[config.mk]
export PLATFORM = sky130hd
export DESIGN_NAME = wb_regfile
export DESIGN_NICKNAME = d
export VERILOG_FILES = /design/src/rtl/wb_regfile.sv
export SDC_FILE = /design/constraint.sdc
export NUM_CORES = 2
export LEC_CHECK = 0
export CORE_UTILIZATION = 40
export DETAILED_ROUTE_END_ITERATION = 10
export PLACE_DENSITY_LB_ADDON = 0.2
export SLEW_MARGIN = 20
export SYNTH_ARGS = -nofsm -noshare
export SYNTH_HDL_FRONTEND = slang
export SYNTH_SLANG_ARGS = --single-unit
[constraint.sdc]
create_clock -name clk_i -period 3.69 [get_ports clk_i]
set_input_delay 0.738 -clock clk_i [delete_from_list [all_inputs] [get_ports clk_i]]
set_output_delay 0.738 -clock clk_i [all_outputs]
set_load 0.005 [all_outputs]
[src/rtl/wb_regfile.sv]
// Write-back stage and architectural register file.
// Selects the write-back value, commits it, and serves two bypassed async read ports.
module wb_regfile #(
    parameter int DATA_W = 32,
    parameter int ADDR_W = 5,
    parameter int CNT_W  = 32
) (
    input  logic              clk_i,
    input  logic              rst_i,
    input  logic              RegWrite_i,
    input  logic              MemToReg_i,
    input  logic [DATA_W-1:0] ReadData_i,
    input  logic [DATA_W-1:0] ALUResult_i,
    input  logic [ADDR_W-1:0] WriteAddr_i,
    input  logic [ADDR_W-1:0] RSaddr_i,
    input  logic [ADDR_W-1:0] RTaddr_i,
    output logic [DATA_W-1:0] RSdata_o,
    output logic [DATA_W-1:0] RTdata_o,
    output logic [DATA_W-1:0] WBData_o,
    output logic              WBValid_o,
    output logic [CNT_W-1:0]  WBCount_o
);

    localparam int NREG = 1 << ADDR_W;

    logic [DATA_W-1:0] regs [NREG];
    logic [CNT_W-1:0]  wb_count;
    logic              wb_valid;

    always_comb begin
        WBData_o = MemToReg_i ? ReadData_i : ALUResult_i;
    end

    // Gated by RegWrite first so an X MemToReg on a bubble never reaches valid.
    always_comb begin
        wb_valid = 1'b0;
        if (RegWrite_i == 1'b1 && WriteAddr_i != '0) begin
            wb_valid = 1'b1;
        end
    end

    always_ff @(posedge clk_i) begin
        if (!rst_i) begin
            for (int i = 0; i < NREG; i++) begin
                regs[i] <= '0;
            end
            wb_count <= '0;
        end else if (wb_valid) begin
            regs[WriteAddr_i] <= WBData_o;
            wb_count          <= wb_count + 1'b1;
        end
    end

    // Register 0 reads as zero; bypass only while out of reset.
    function automatic logic [DATA_W-1:0] read_port(input logic [ADDR_W-1:0] addr);
        logic [DATA_W-1:0] val;
        val = (addr == '0) ? '0 : regs[addr];
        if (rst_i && wb_valid && addr == WriteAddr_i) begin
            val = WBData_o;
        end
        return val;
    endfunction

    always_comb begin
        RSdata_o = read_port(RSaddr_i);
        RTdata_o = read_port(RTaddr_i);
    end

    assign WBValid_o = wb_valid;
    assign WBCount_o = wb_count;

endmodule

# Word level (Yosys, flattened, before mapping)

Memory sizes are Yosys's and may differ from the RTL's.
Index checks and enable logic that the tools add are counted.

Bits in registers: 32
Input port bits: 83
Memory bits (writable): 1024
Word-level logic and storage cells: 26
Memories: 1

Memory list:

| memory | depth | bits a word | rd ports | clocked after memory_dff | wr ports | line | RTL |
|---|---|---|---|---|---|---|---|
| regs   | 32    | 32          | 2        | 0                        | 32       | 26   | `logic [DATA_W-1:0] regs [NREG];` |

Mux-type cells: 13
Equality and inequality tests: 2
Reduce and logical (&&, ||, !) cells: 8
$add $sub $neg: 1

Operators by type and width:

| kind                                                            | number |
|---|---|
| 32-bit two-way mux                                              | 6 |
| 32-bit by 1-bit adder with 32-bit output, second input constant | 1 |
| 32-bit OR reduction                                             | 1 |
| 5-bit equality test                                             | 2 |
| 5-bit logical NOT                                               | 2 |
| 1-bit two-way mux                                               | 6 |
| 5-bit two-way mux                                               | 1 |
| 5-bit nonzero test                                              | 1 |
| 1-bit logical AND                                               | 4 |

# Depth between registers and ports, before layout

Word-level depth: 8
Depth in mapped cells: 10
Gate-level depth less buffers: 5

# Worst setup path before layout

OpenSTA, ideal clock, no wires.

Kind: in2reg
From: input port WriteAddr_i[2]
To: memory regs[12][0], enable pin
Path slack: 0.468 ns
Data required time: 3.211 ns
Setup time: 0.479 ns
Stages on the path: 8
Arrival time: 2.743 ns
Path buffers: 3
Path through: buf_2 -> nor3_1 -> a21boi_2 -> and3_1 -> clkbuf_1 -> nand2_1 -> buf_2 -> nand2_1

RTL lines:

| what            | line | RTL |
|---|---|---|
| start, declared | 14   | `input logic [ADDR_W-1:0] WriteAddr_i,` |
| end, declared   | 26   |  |

# Final worst setup path

From: input port RTaddr_i[1]
To: output port RTdata_o[24]

Word-level cells in the longest chain between the ends: 3

Ends and longest elaborated chain:

| what                                                    | line   | RTL |
|---|---|---|
| start, declared                                         | 16     | `input logic [ADDR_W-1:0] RTaddr_i,` |
| memory 32 x 32 bit (tied with other cells)              | --     |  |
| 32-bit two-way mux or 1-bit logical AND (tied branches) | 57, 58 |  |
| 32-bit two-way mux *                                    | 58     | `if (rst_i && wb_valid && addr == WriteAddr_i) begin` |
| end, declared                                           | 18     | `output logic [DATA_W-1:0] RTdata_o,` |

Every way passes the cells marked *; elsewhere a longest branch is shown, timed or not.

==> results.sh <==
export IMPL_critPathTopFamily="buffers and inverters"
export IMPL_avgSynthCellArea_sq_um=13.6
export IMPL_num_antenna_cells=0
export IMPL_max_freq_mhz=266
export IMPL_cp_start_kind="primary input"
export IMPL_critPathMaxStageDelay_ns=0.56
export IMPL_gp_congestion=0.930
export IMPL_core_sq_mm=0.135
export IMPL_die_h_microns=371
export IMPL_cts_root_buffer="clkbuf_16"
export IMPL_violations="negative setup slack"
export IMPL_num_io_pins=212
export IMPL_rsz0062_at_grt="true"
export IMPL_grt_pass1_wl_microns=301000
export IMPL_ys_warn_count=0
export IMPL_ys_types=66
export IMPL_cts_tree="yes"
export IMPL_cp_slowest_cell="nor4_4"
export IMPL_maxSlewHeadroom=0.397
export IMPL_nets=4671
export IMPL_hp_class="reg -> reg"
export IMPL_cp_num_buf_inv=6
export IMPL_drtIter0Drc=5963
export IMPL_finClkSkew_ns=0.0101
export IMPL_worstPathCellList="buf_16 -> buf_16 -> buf_12 -> buf_8 -> mux4_2 -> mux2i_2 -> nor2_2 -> nor4_4 -> buf_4 -> mux2i_2 -> buf_2"
export IMPL_ant_nets=0
export IMPL_finalSetupViolCount=1
export IMPL_cp_max_fo=7
export IMPL_grt_max_degree=36
export IMPL_ir_worst_vdd_uv=418
export IMPL_hpwlAfterDp_microns=137000
export IMPL_clk_pin_slew_ns=0.06
export IMPL_first_global_vias=39700
export IMPL_io_buffers=211
export IMPL_htree_levels=3
export IMPL_syn2layout_area_growth_pct=27.5
export IMPL_fin_setup_tns_ns=-0.0685
export IMPL_stdcell_count=6464
export IMPL_hold_viol_final=0
export IMPL_wl_per_cell_microns=33.8
export IMPL_end_kind="output port"
export IMPL_min_period_over_period=1.02
export IMPL_dieArea_sq_mm=0.138
export IMPL_clk_latency_ns=0.74
export IMPL_ys_seq_area_frac=0.576
export IMPL_post_place_ws_ns=-1.06
export IMPL_n_fill_cell=11400
export IMPL_dp_cells=6150
export IMPL_cp_data_required_time_ns=2.95
export IMPL_powerDensity_mw_per_mm2=446
export IMPL_grt_util_all_layers=0.315
export IMPL_power_total_mw=31.0
export IMPL_synthCells=4010
export IMPL_antenna_found_initial=3
export IMPL_async_flop_share=0
export IMPL_initial_core_util=0.403
export IMPL_netlist_area_sq_mm=0.0545
export IMPL_synth_edff_count=1024
export IMPL_max_cap_viol_count=0
export IMPL_die_w_microns=371
export IMPL_tightest_slew_ns=0.904
export IMPL_routed_via_density=6.34
export IMPL_drive_gt1_frac=0.360
export IMPL_rows=135
export IMPL_finalInstanceArea_sq_mm=0.0695
export IMPL_status="finished, violations left"
export IMPL_clk_path_buf_depth=3
export IMPL_synth_ff_type="edfxtp_1"
export IMPL_final_min_clock_period_ns=3.76
export IMPL_slew_viol_final=0
export IMPL_cp_arrival_ns=3.02
export IMPL_drc_errors=0
export IMPL_worst_slack_ns=-0.0685
export IMPL_ys_ff_latch=1056
export IMPL_whs_ns=0.496
export IMPL_leakage_nw=25.2
export IMPL_num_vias=41000
export IMPL_first_pass_iters=6
export IMPL_numCtsBuffers=115
export IMPL_dpl_cell_area_sq_mm=0.0633
export IMPL_wirelength_microns=219000
export IMPL_final_util=0.514
export IMPL_path_class="in -> out"
export IMPL_grt_remaining_overflow=0
export IMPL_cts_sinks=1056
[area by class of cell]
type                       instances  area [sq um]  share of cell area
inverter                          44           166             0.00239
timing repair buffer             830          9070               0.131
tap                             1781          2230              0.0321
clock inverter                    75           737              0.0106
sequential                      1056         31400               0.452
multi-input combinational       2540         22800               0.329
clock buffer                     138          3040              0.0437
[final timing paths]
check / startpoint / endpoint / slack, ns / depth (start not counted)
max reg2reg: WBCount_o[0] / WBCount_o[26] / 1.36 / 5
min: WBCount_o[31] / WBCount_o[31] / 0.50 / 2
min reg2reg: WBCount_o[31] / WBCount_o[31] / 0.50 / 2
max: RTaddr_i[1] / RTdata_o[24] / -0.07 / 11
[worst min-delay path: stages, from the launching register on]
cell     delay, ns
dfxtp_1       0.32
o21ai_0       0.07
a21oi_1       0.06
[cell families after synthesis]
logic type	share of synthesized area
xor+xnor	0.00418
flops	0.576
fa+ha+maj	0.000230
buf+inv	0.0341
simple gates	0.107
other cells	0.0000688
mux	0.237
compound gates	0.0419
[synth_stat cells, drive strengths merged, types with 6 or more instances]
cell	n	area [sq um]
mux2	187	2110
a22o	41	359
a22oi	78	586
dfxtp	32	641
xor2	14	123
or3	14	93.8
buf	156	774
o221ai	39	342
nand2b	11	68.8
mux2i	97	971
nand3	19	100
or2	6	37.5
o22ai	71	444
nor4	30	194
o21ai	51	255
clkbuf	245	920
nor2	1057	3970
a21oi	28	140
xnor2	12	105
nand2	199	747
mux4	437	9840
nor3	59	295
nand3b	6	45.0
and3	6	40.0
inv	43	161
edfxtp	1024	30700
[cells in the final DEF (no fill, tap or decap), types with 34 or more instances in the layout]
cell | netlist | routed
nand2_1 | 199 | 131
mux4_2 | 437 | 437
nor3_1 | 59 | 41
inv_1 | 43 | 42
edfxtp_1 | 1024 | 1024
nor2_1 | 1057 | 1046
mux2_2 | 187 | 186
nand2_2 | 0 | 66
clkdlybuf4s50_1 | 0 | 130
clkbuf_16 | 0 | 122
a22o_1 | 41 | 34
a22oi_1 | 78 | 70
o21ai_0 | 51 | 35
mux2i_1 | 97 | 58
buf_12 | 0 | 133
buf_4 | 2 | 422
o22ai_1 | 71 | 62
[report_power, final]
group | internal (mW) | total, mW | switching, mW
sequential | 13.8 | 14.1 | 0.332
combinational | 2.33 | 5.04 | 2.71
clock | 6.81 | 11.8 | 5.00
total | 22.9 | 31.0 | 8.04
[registers in the layout (all words and copies together) (netlist names)]
register,count
WBCount_o,32
regs,1024
[layer usage]
layer / track usage / share of wire / up-vias
met5: 0 / 0.000091 / -
met4: 0.158 / 0.060 / 2
met3: 0.0723 / 0.12 / 581
met2: 0.480 / 0.45 / 2892
met1: 0.423 / 0.37 / 21200
li1: - / - / 16400
[what timing repair did]
| item | 4_1_cts | 5_1_grt |
|---|---|---|
| endpoints found under the setup margin | 64 | 56 |
| endpoints found under the hold margin | 0 | 0 |
| hold buffers | 0 | 0 |
| resized for setup | 281 | 111 |
| setup buffers | 63 | 25 |
| gates cloned | 11 | 4 |
| pin swaps | 26 | 19 |
Power figures use the tool's default switching activity.
